### config.mk
export PLATFORM = sky130hd
export DESIGN_NAME = mem_port_arbiter
export DESIGN_NICKNAME = d
export VERILOG_FILES = /design/src/rtl/mem_port_arbiter.sv
export SDC_FILE = /design/constraint.sdc
export NUM_CORES = 1
export LEC_CHECK = 0
export CORE_AREA = 10 10 115 137
export DETAILED_ROUTE_END_ITERATION = 6
export DIE_AREA = 0 0 125 147
export GPL_TIMING_DRIVEN = 0
export HOLD_SLACK_MARGIN = 0.05
export PLACE_DENSITY = 0.89
export SYNTH_ARGS = -nofsm -noshare
export SYNTH_HDL_FRONTEND = slang
export SYNTH_SLANG_ARGS = --single-unit
### constraint.sdc
create_clock -name clk_i -period 2.9 [get_ports clk_i]
set_input_delay 0.29 -clock clk_i [delete_from_list [all_inputs] [get_ports clk_i]]
set_output_delay 0.29 -clock clk_i [all_outputs]
set_load 0.02 [all_outputs]
### src/rtl/mem_port_arbiter.sv
// Shares one request/ack memory port between fetch and data access, data first, stalling the pipeline until both are served.
// Optional ack watchdog under `MEM_ARB_TIMEOUT_EN`; without it the port waits for ack indefinitely.
module mem_port_arbiter #(
    parameter int ADDR_W         = 32,
    parameter int DATA_W         = 32,
    parameter int TIMEOUT_CYCLES = 255
) (
    input  logic              clk_i,
    input  logic              rst_i,
    input  logic              if_req_i,
    input  logic [ADDR_W-1:0] if_addr_i,
    output logic [DATA_W-1:0] if_data_o,
    input  logic              dm_read_i,
    input  logic              dm_write_i,
    input  logic [ADDR_W-1:0] dm_addr_i,
    input  logic [DATA_W-1:0] dm_wdata_i,
    output logic [DATA_W-1:0] dm_rdata_o,
    output logic              stall_o,
    output logic              mem_req_o,
    output logic              mem_we_o,
    output logic [ADDR_W-1:0] mem_addr_o,
    output logic [DATA_W-1:0] mem_wdata_o,
    input  logic              mem_ack_i,
    input  logic [DATA_W-1:0] mem_rdata_i,
    output logic              err_o
);
    typedef enum logic [1:0] {IDLE, DATA, FETCH} state_t;

    state_t state, state_nxt;
    logic   dm_done, if_done, orphan;
    logic   dm_req, dm_pend, if_pend, advance, ack, tmo;
    logic   issue_dm, issue_if, fin_dm, fin_if;

    assign dm_req    = dm_read_i | dm_write_i;
    assign dm_pend   = dm_req & ~dm_done;
    assign if_pend   = if_req_i & ~if_done;
    assign stall_o   = dm_pend | if_pend;
    assign advance   = ~stall_o;
    assign mem_req_o = (state == DATA) || (state == FETCH);
    assign ack       = mem_ack_i | tmo;

    always_ff @(posedge clk_i) begin
        if (rst_i) state <= IDLE;
        else       state <= state_nxt;
    end

    // An orphaned access (its request went away) still runs to its ack, but its result is dropped.
    always_comb begin
        state_nxt = state;
        issue_dm  = 1'b0;
        issue_if  = 1'b0;
        fin_dm    = 1'b0;
        fin_if    = 1'b0;
        unique case (state)
            IDLE: begin
                if (dm_pend) begin
                    state_nxt = DATA;
                    issue_dm  = 1'b1;
                end else if (if_pend) begin
                    state_nxt = FETCH;
                    issue_if  = 1'b1;
                end
            end
            DATA: begin
                if (ack) begin
                    fin_dm = dm_req & ~orphan;
                    if (if_pend) begin
                        state_nxt = FETCH;
                        issue_if  = 1'b1;
                    end else begin
                        state_nxt = IDLE;
                    end
                end
            end
            FETCH: begin
                if (ack) begin
                    fin_if    = if_req_i & ~orphan;
                    state_nxt = IDLE;
                end
            end
            default: state_nxt = IDLE;
        endcase
    end

    always_ff @(posedge clk_i) begin
        if (rst_i) begin
            mem_we_o    <= 1'b0;
            mem_addr_o  <= '0;
            mem_wdata_o <= '0;
            if_data_o   <= '0;
            dm_rdata_o  <= '0;
            dm_done     <= 1'b0;
            if_done     <= 1'b0;
            orphan      <= 1'b0;
        end else begin
            if (issue_dm) begin
                mem_addr_o  <= dm_addr_i;
                mem_wdata_o <= dm_wdata_i;
                mem_we_o    <= dm_write_i;
            end else if (issue_if) begin
                mem_addr_o <= if_addr_i;
                mem_we_o   <= 1'b0;
            end

            if (fin_dm && !mem_we_o) dm_rdata_o <= tmo ? '0 : mem_rdata_i;
            if (fin_if)              if_data_o  <= tmo ? '0 : mem_rdata_i;

            if (advance) begin
                dm_done <= 1'b0;
                if_done <= 1'b0;
            end else begin
                if (fin_dm) dm_done <= 1'b1;
                if (fin_if) if_done <= 1'b1;
            end

            if (mem_req_o && ack)          orphan <= 1'b0;
            else if (mem_req_o && advance) orphan <= 1'b1;
        end
    end

`ifdef MEM_ARB_TIMEOUT_EN
    localparam int CNT_W = ($clog2(TIMEOUT_CYCLES + 1) > 8) ? $clog2(TIMEOUT_CYCLES + 1) : 8;

    logic [CNT_W-1:0] wait_cnt;
    logic             err_q;

    assign tmo   = mem_req_o && !mem_ack_i && (wait_cnt == CNT_W'(TIMEOUT_CYCLES));
    assign err_o = err_q;

    always_ff @(posedge clk_i) begin
        if (rst_i) begin
            wait_cnt <= '0;
            err_q    <= 1'b0;
        end else begin
            if (issue_dm || issue_if)        wait_cnt <= '0;
            else if (mem_req_o && !mem_ack_i) wait_cnt <= wait_cnt + CNT_W'(1);
            if (tmo) err_q <= 1'b1;
        end
    end
`else
    assign tmo   = 1'b0;
    assign err_o = 1'b0;
`endif

endmodule

==> flow_summary_export.csv, run 1 <==
group,metric,value,unit
finish,layout.nets,1075,
finish,post-route-util,0.6933,
setup_path,startpoint,"dm_write_i",
floorplan,initial_core_util,0.4289,
timing,drv_slew,0,
cts,cts_num_sinks,134,
finish,area_growth,61.65,%
floorplan,core_area,0.01312,sq mm
routing,ant_nets,0,
yosys,synth_top_family_by_area,"simple AND/OR/NAND/NOR gates",
yosys,synth_mux_area_frac,0.05691,
yosys,syn_area,0.005628,sq mm
routing,drc,0,
cts,clock_latency,410,ps
floorplan,die_area,0.01838,sq mm
grt,grt_usage,0.2152,
timing,setup-violations-final,0,
yosys,synth_compound_area_frac,0.1863,
setup_path,ff2ff_setup_slack,990,ps
yosys,synth_xor_area_frac,0,
cts,postCtsHoldBufs,0,
floorplan,fp.dieH,147,um
setup_path,r2r-end,"mem_addr_o[13]",
setup_path,cp-endpoint,"stall_o",
floorplan,die_x,125,um
setup_path,critPathArrivalTime,2170,ps
yosys,ys.warnings.count,0,
yosys,syn_inst,656,
grt,grt_max_degree,17,
cts,postCtsResizedCells,0,
cts,cts_setup_buffers,0,
setup_path,r2r_cells,7,
setup_path,path_class,"in2out",
timing,fin_crit_sh,0.8499,
grt,antenna_found_initial,1,
routing,dr.pass1.iters,5,
routing,wl_per_cell,18.65,um
floorplan,rows,46,
yosys,ys_ff_latch,134,
cts,clk_pin_slew,60,ps
placement,gp_congestion,0.8190,
yosys,synth_fa_ha_area_frac,0.006670,
yosys,synth_simple_gate_area_frac,0.2157,
finish,drive_above_1_share,0.06744,
yosys,synth-edff-count,0,
yosys,ys_seq_area_frac,0.4767,
cts,cts_made_buffers,17,
yosys,synthesis.nets,793,
placement,dp_hpwl,15960,um
cts,cts_root_buf,"clkbuf_16",
yosys,yosys.cell_types.count,35,
hold_path,min_from,"rst_i",
routing,drt_wl_total,20840,um
finish,nFillCells,1036,
yosys,avgSynthCellArea,8.579,sq um
power_and_ir_drop,vdd_drop_max,394.1,uV
finish,multi_input_area,0.002624,sq mm
grt,grt_pass1_vias,5990,
timing,tightest_slew,568.5,ps
setup_path,r2r-start,"state[1]",
grt,grt_pass1_wl,32550,um
routing,drt_iter0_markers,346,
job,maxCapViolCount,0,
timing,max_slew_margin,0.6210,
setup_path,cp_max_fo,10,
cts,clock_tree.buffer_depth,2,
yosys,ys_async_sr_fraction,0,
placement,portBuffers,263,
timing,finalHoldViolCount,0,
floorplan,ios,266,
yosys,ys.flop_type,"dfxtp_1",
timing,post-route-min-period,2465,ps
grt,gr-total-overflow,0,
setup_path,start_kind,"primary input",
hold_path,hp-class,"in2reg",
timing,final.setup.tns,0,ps
finish,antenna_cells,0,
timing,finClkSkew,11.95,ps
power_and_ir_drop,leakage,3.177,nW
power_and_ir_drop,power.density,763.8,mW/mm^2
cts,htreeDepth,4,
routing,num_vias,6002,
setup_path,endpoint_kind,"primary output",
finish,layout.area.seq,0.002683,sq mm
timing,rsz0062_at_grt,"no",
setup_path,required,2610,ps
cts,cts_tree,"done",
routing,via_per_inst,5.373,
timing,max_freq,0.4057,GHz
outcome,outcome,"complete, no violations",
[synth_stat cells, drive strengths merged (2+ instances only)]
library cell    n  area share
o21bai          2      0.0033
a21oi          67       0.060
or2             2      0.0022
nand2          66       0.044
o21ai          65       0.058
o21a            2      0.0027
clkbuf         42       0.028
inv             3      0.0020
mux2i          32       0.057
nand2b         66       0.073
buf            26       0.027
ha              3      0.0067
dfxtp         134        0.48
a31oi           3      0.0033
nor3           33       0.031
a311oi         33       0.051
nand3          67       0.060
[flip-flops by register name, indices dropped and copies added (netlist names)]
register     flops
orphan           1
dm_rdata_o      32
if_data_o       32
state            2
mem_wdata_o     32
mem_we_o         1
mem_addr_o      32
dm_done          1
if_done          1
[final cells by class]
type / count / area share
Sequential cell: 134 / 0.2949
Timing Repair Buffer: 263 / 0.2894
Multi-Input combinational cell: 451 / 0.2884
Clock buffer: 19 / 0.04979
Buffer: 68 / 0.03411
Tap cell: 168 / 0.02311
Clock inverter: 11 / 0.01912
Inverter: 3 / 0.001238
[logic make-up (layout without fill, tap and decap cells)]
family                     after synthesis  after routing
and+or+nand+nor                        238            238
other                                    1              1
muxes                                   32             32
adders and majority gates                3              3
DFF                                    134            134
AOI/OAI and AO/OA                      177            177
buffers and inverters                   71            364
[how the worst min path moves through the flow]
stage / endpoint / slack, ps / cells after the start
2_1_floorplan: orphan / 390 / 1
3_3_place_gp: if_data_o[13] / 440 / 2
3_5_place_dp: if_data_o[14] / 450 / 2
4_1_cts: dm_rdata_o[27] / 280 / 3
5_1_grt: dm_rdata_o[28] / 300 / 3
6_report: dm_rdata_o[26] / 290 / 3
[metal layers]
metal	routed length [um]	track usage
met5	13	0
met4	688	0.08881
met3	1745	0.08351
met2	10330	0.3690
met1	8063	0.2318
[cells in the final DEF (no fill, tap or decap), types with 2 or more instances in the layout]
cell	instances
buf_6	3
a311oi_1	33
clkbuf_16	17
ha_1	3
a31oi_1	3
clkinvlp_4	3
nand2b_1	66
o21ai_0	64
buf_2	22
dfxtp_1	134
or2_2	2
clkbuf_8	2
nand2_1	66
clkdlybuf4s50_1	263
bufinv_16	4
inv_6	2
o21a_1	2
mux2i_1	32
nand3_1	67
nor3_1	32
a21oi_1	66
inv_1	2
clkbuf_1	41
[critical path: stages]
cell and delay, ps:
clkdlybuf4s50_1 480, o21bai_2 360, clkbuf_1 380, nand2_1 90, clkdlybuf4s50_1 580
[power breakdown]
group	internal (mW)	total [mW]	switching [mW]
Combinational	1.02	2.39	1.37
Clock	1.48	2.30	0.820
Sequential	2.12	2.26	0.135
[metrics by stage]
step	area [sq um]	power [mW]	hold WS (ps)	worst slack, ps	std cells
4_1_cts	9097	6.987	277.2	401.2	1117
3_3_place_gp	8471	4.650	441.5	411.8	1087
2_1_floorplan	5628	3.583	390.5	1382	656
5_1_grt	9097	7.287	304.8	264.6	1117
3_5_place_dp	8471	4.683	446.3	389.6	1087
6_report	9097	6.949	288.2	435.2	1117
Note: power is estimated with default switching activity, not from simulation.
==> run 2: changes to the inputs <==
==> config.mk (replaced) <==
export PLATFORM = sky130hd
export DESIGN_NAME = mem_port_arbiter
export DESIGN_NICKNAME = d
export VERILOG_FILES = /design/src/rtl/mem_port_arbiter.sv
export SDC_FILE = /design/constraint.sdc
export NUM_CORES = 1
export LEC_CHECK = 0
export CORE_AREA = 10 10 118 142
export DETAILED_ROUTE_END_ITERATION = 6
export DIE_AREA = 0 0 128 152
export GPL_TIMING_DRIVEN = 0
export HOLD_SLACK_MARGIN = 0.05
export PLACE_DENSITY = 0.84
export SYNTH_ARGS = -nofsm -noshare
export SYNTH_HDL_FRONTEND = slang
export SYNTH_SLANG_ARGS = --single-unit
==> constraint.sdc (replaced) <==
create_clock -name clk_i -period 2.55 [get_ports clk_i]
set_input_delay 0.255 -clock clk_i [delete_from_list [all_inputs] [get_ports clk_i]]
set_output_delay 0.255 -clock clk_i [all_outputs]
set_load 0.02 [all_outputs]
==> run 2 against run 1 <==
Hold slack lost 31 ps. Combinational power rose by 14%. Count of clock-buffer cells in the layout unchanged. Register-to-register slack got worse by 410 ps. Worst setup slack got worse by 200 ps. Largest power group unchanged. Critical endpoint unchanged. Total power is 14% higher. Clock power up 13%.
==> flow_summary_export.csv, run 2 (same netlist as run 1, synthesis figures left out) <==
group,metric,value,unit
grt,antenna_found_initial,1,
cts,clock_latency,410,ps
power_and_ir_drop,leakage,3.191,nW
finish,drive_above_1_share,0.06947,
floorplan,ios,266,
floorplan,die_x,128,um
routing,num_vias,5913,
setup_path,path_class,"in2out",
placement,gp_congestion,0.8135,
routing,drt_iter0_markers,370,
timing,final.setup.tns,0,ps
timing,setup_ws,237.7,ps
power_and_ir_drop,p_int,5.255,mW
power_and_ir_drop,switching_share,0.3342,
finish,layout.nets,1075,
power_and_ir_drop,pwr-share-seq,0.324,
timing,max_freq,0.4325,GHz
power_and_ir_drop,power.density,866.2,mW/mm^2
cts,htreeDepth,4,
finish,stdcell_area,0.009111,sq mm
timing,finalHoldViolCount,0,
job,maxCapViolCount,0,
setup_path,crit_family,"buffers and inverters",
timing,tightest_slew,697.2,ps
routing,drc,0,
cts,clock_tree.buffer_depth,2,
grt,gr-total-overflow,0,
cts,cts_num_sinks,134,
floorplan,core_area,0.01405,sq mm
power_and_ir_drop,power.total,7.892,mW
floorplan,initial_core_util,0.4005,
setup_path,crit_path_cell_trace,"clkdlybuf4s50_1 -> o21bai_2 -> clkbuf_2 -> nand2_1 -> clkdlybuf4s50_1",
power_and_ir_drop,p_sw,2.637,mW
routing,ant_nets,0,
placement,pre_cts_ws,33.51,ps
finish,antenna_cells,0,
grt,grt_pass1_vias,6022,
routing,wl_per_cell,18.67,um
placement,dp.cells,1094,
routing,dr.pass1.iters,5,
cts,cts_setup_buffers,0,
setup_path,critPathArrivalTime,2060,ps
finish,layout_commonest_cell,"clkdlybuf4s50_1",
setup_path,crit_slowest_cell,"clkdlybuf4s50_1",
finish,fin_cells,1125,
cts,clk_pin_slew,60,ps
placement,dp_hpwl,16120,um
outcome,outcome,"complete, no violations",
setup_path,required,2300,ps
power_and_ir_drop,p_clk_frac,0.330,
finish,mostFrequentLayoutCells,"263 x clkdlybuf4s50_1, 134 x dfxtp_1, 67 x nand3_1",
finish,area_growth,61.89,%
cts,cts_made_buffers,17,
power_and_ir_drop,pwr-share-comb,0.345,
placement,placed_cell_area,0.008479,sq mm
power_and_ir_drop,vdd_drop_max,649.2,uV
timing,finClkSkew,11.17,ps
timing,rsz0062_at_grt,"no",
timing,setup-violations-final,0,
setup_path,cp_max_fo,10,
finish,nFillCells,1163,
timing,drv_slew,0,
timing,fin_crit_sh,0.9068,
setup_path,start_kind,"primary input",
setup_path,cp_num_buf_inv,3,
grt,grt_usage,0.2078,
routing,drt_wl_total,21000,um
setup_path,crit_top_cell,"clkdlybuf4s50_1",
cts,cts_root_buf,"clkbuf_16",
routing,via_per_inst,5.256,
cts,cts_tree,"done",
timing,post-route-min-period,2312,ps
grt,grt_max_degree,17,
floorplan,die_area,0.01946,sq mm
hold_path,hp-class,"in2reg",
grt,grt_pass1_wl,32970,um
timing,max_slew_margin,0.5352,
setup_path,endpoint_kind,"primary output",
floorplan,rows,48,
floorplan,fp.dieH,152,um
setup_path,cpPeakStageDelay,560,ps
placement,portBuffers,263,
run 2: metrics by stage:
stage,hold WS (ps),util
finish,256.7,0.6483
global route,258.5,0.6483
CTS,247.6,0.6482
detailed placement,447.1,0.6034
global placement,440.4,0.6034
floorplan,355.5,-
run 2: final cells by class:
class,count,area [sq um],share of cell area
multi-input cells,451,2624,0.2880
clock buffers,19,452.9,0.04971
flip-flops and latches,134,2683,0.2944
plain buffers,68,311.5,0.03419
well taps,175,219.0,0.02403
inverters,3,11.26,0.001236
repair buffers,263,2633,0.2889
clock inverters,12,177.7,0.01950
run 2: worst paths after layout:
path,start,end,slack (ps),cells past startpoint
max reg2reg,state[0],mem_addr_o[20],580,7
max,dm_write_i,stall_o,240,5
min,rst_i,dm_rdata_o[27],260,3
min reg2reg,if_data_o[29],if_data_o[29],450,2
run 2: tightest hold or removal path: cells and delay by family:
| kind | cells | cell delay [ps] |
|---|---|---|
| buffers and inverters | 1 | 170 |
| multiplexers | 1 | 60 |
| AND/OR/NAND/NOR | 1 | 130 |
run 2: timing repair:
item                                   4_1_cts  5_1_grt
endpoints found under the hold margin        0        0
resized for setup                            0        2
hold buffers                                 0        0
setup endpoints to repair                    0        1
run 2: metal layers:
metal / global-route usage / part of all wire / wire, um / vias to the layer above
met5: 0 / 0.00052 / 11 / -
met4: 0.05263 / 0.016 / 335 / 2
met3: 0.08597 / 0.087 / 1828 / 29
met2: 0.3610 / 0.51 / 10760 / 228
met1: 0.2265 / 0.38 / 8065 / 2776
li1: - / - / - / 2878
run 2: power by group through the flow:
stage / Sequential, mW / Combinational, mW / Clock, mW
2_1_floorplan: 2.96 / 1.11 / 0
3_3_place_gp: 2.59 / 2.71 / 0
3_5_place_dp: 2.60 / 2.73 / 0
4_1_cts: 2.56 / 2.74 / 2.66
5_1_grt: 2.59 / 2.94 / 2.73
6_report: 2.56 / 2.72 / 2.61
==> run 3: changes to the inputs <==
==> constraint.sdc (replaced) <==
create_clock -name clk_i -period 2.5 [get_ports clk_i]
set_input_delay 0.25 -clock clk_i [delete_from_list [all_inputs] [get_ports clk_i]]
set_output_delay 0.25 -clock clk_i [all_outputs]
set_load 0.02 [all_outputs]
==> results of run 3 <==
Same layout as run 2 (identical final DEF). Status: complete, no violations.
Among the figures that moved: setup slack after placement 33.51 ps -> -6.487 ps; number of gates resized after CTS 0 -> 1; setup slack after layout 237.7 ps -> 197.7 ps; hold slack 256.7 ps -> 251.7 ps; register-to-register setup slack 580 ps -> 530 ps; total power 7.892 mW -> 8.050 mW; worst IR drop on VDD 649.2 uV -> 662.2 uV
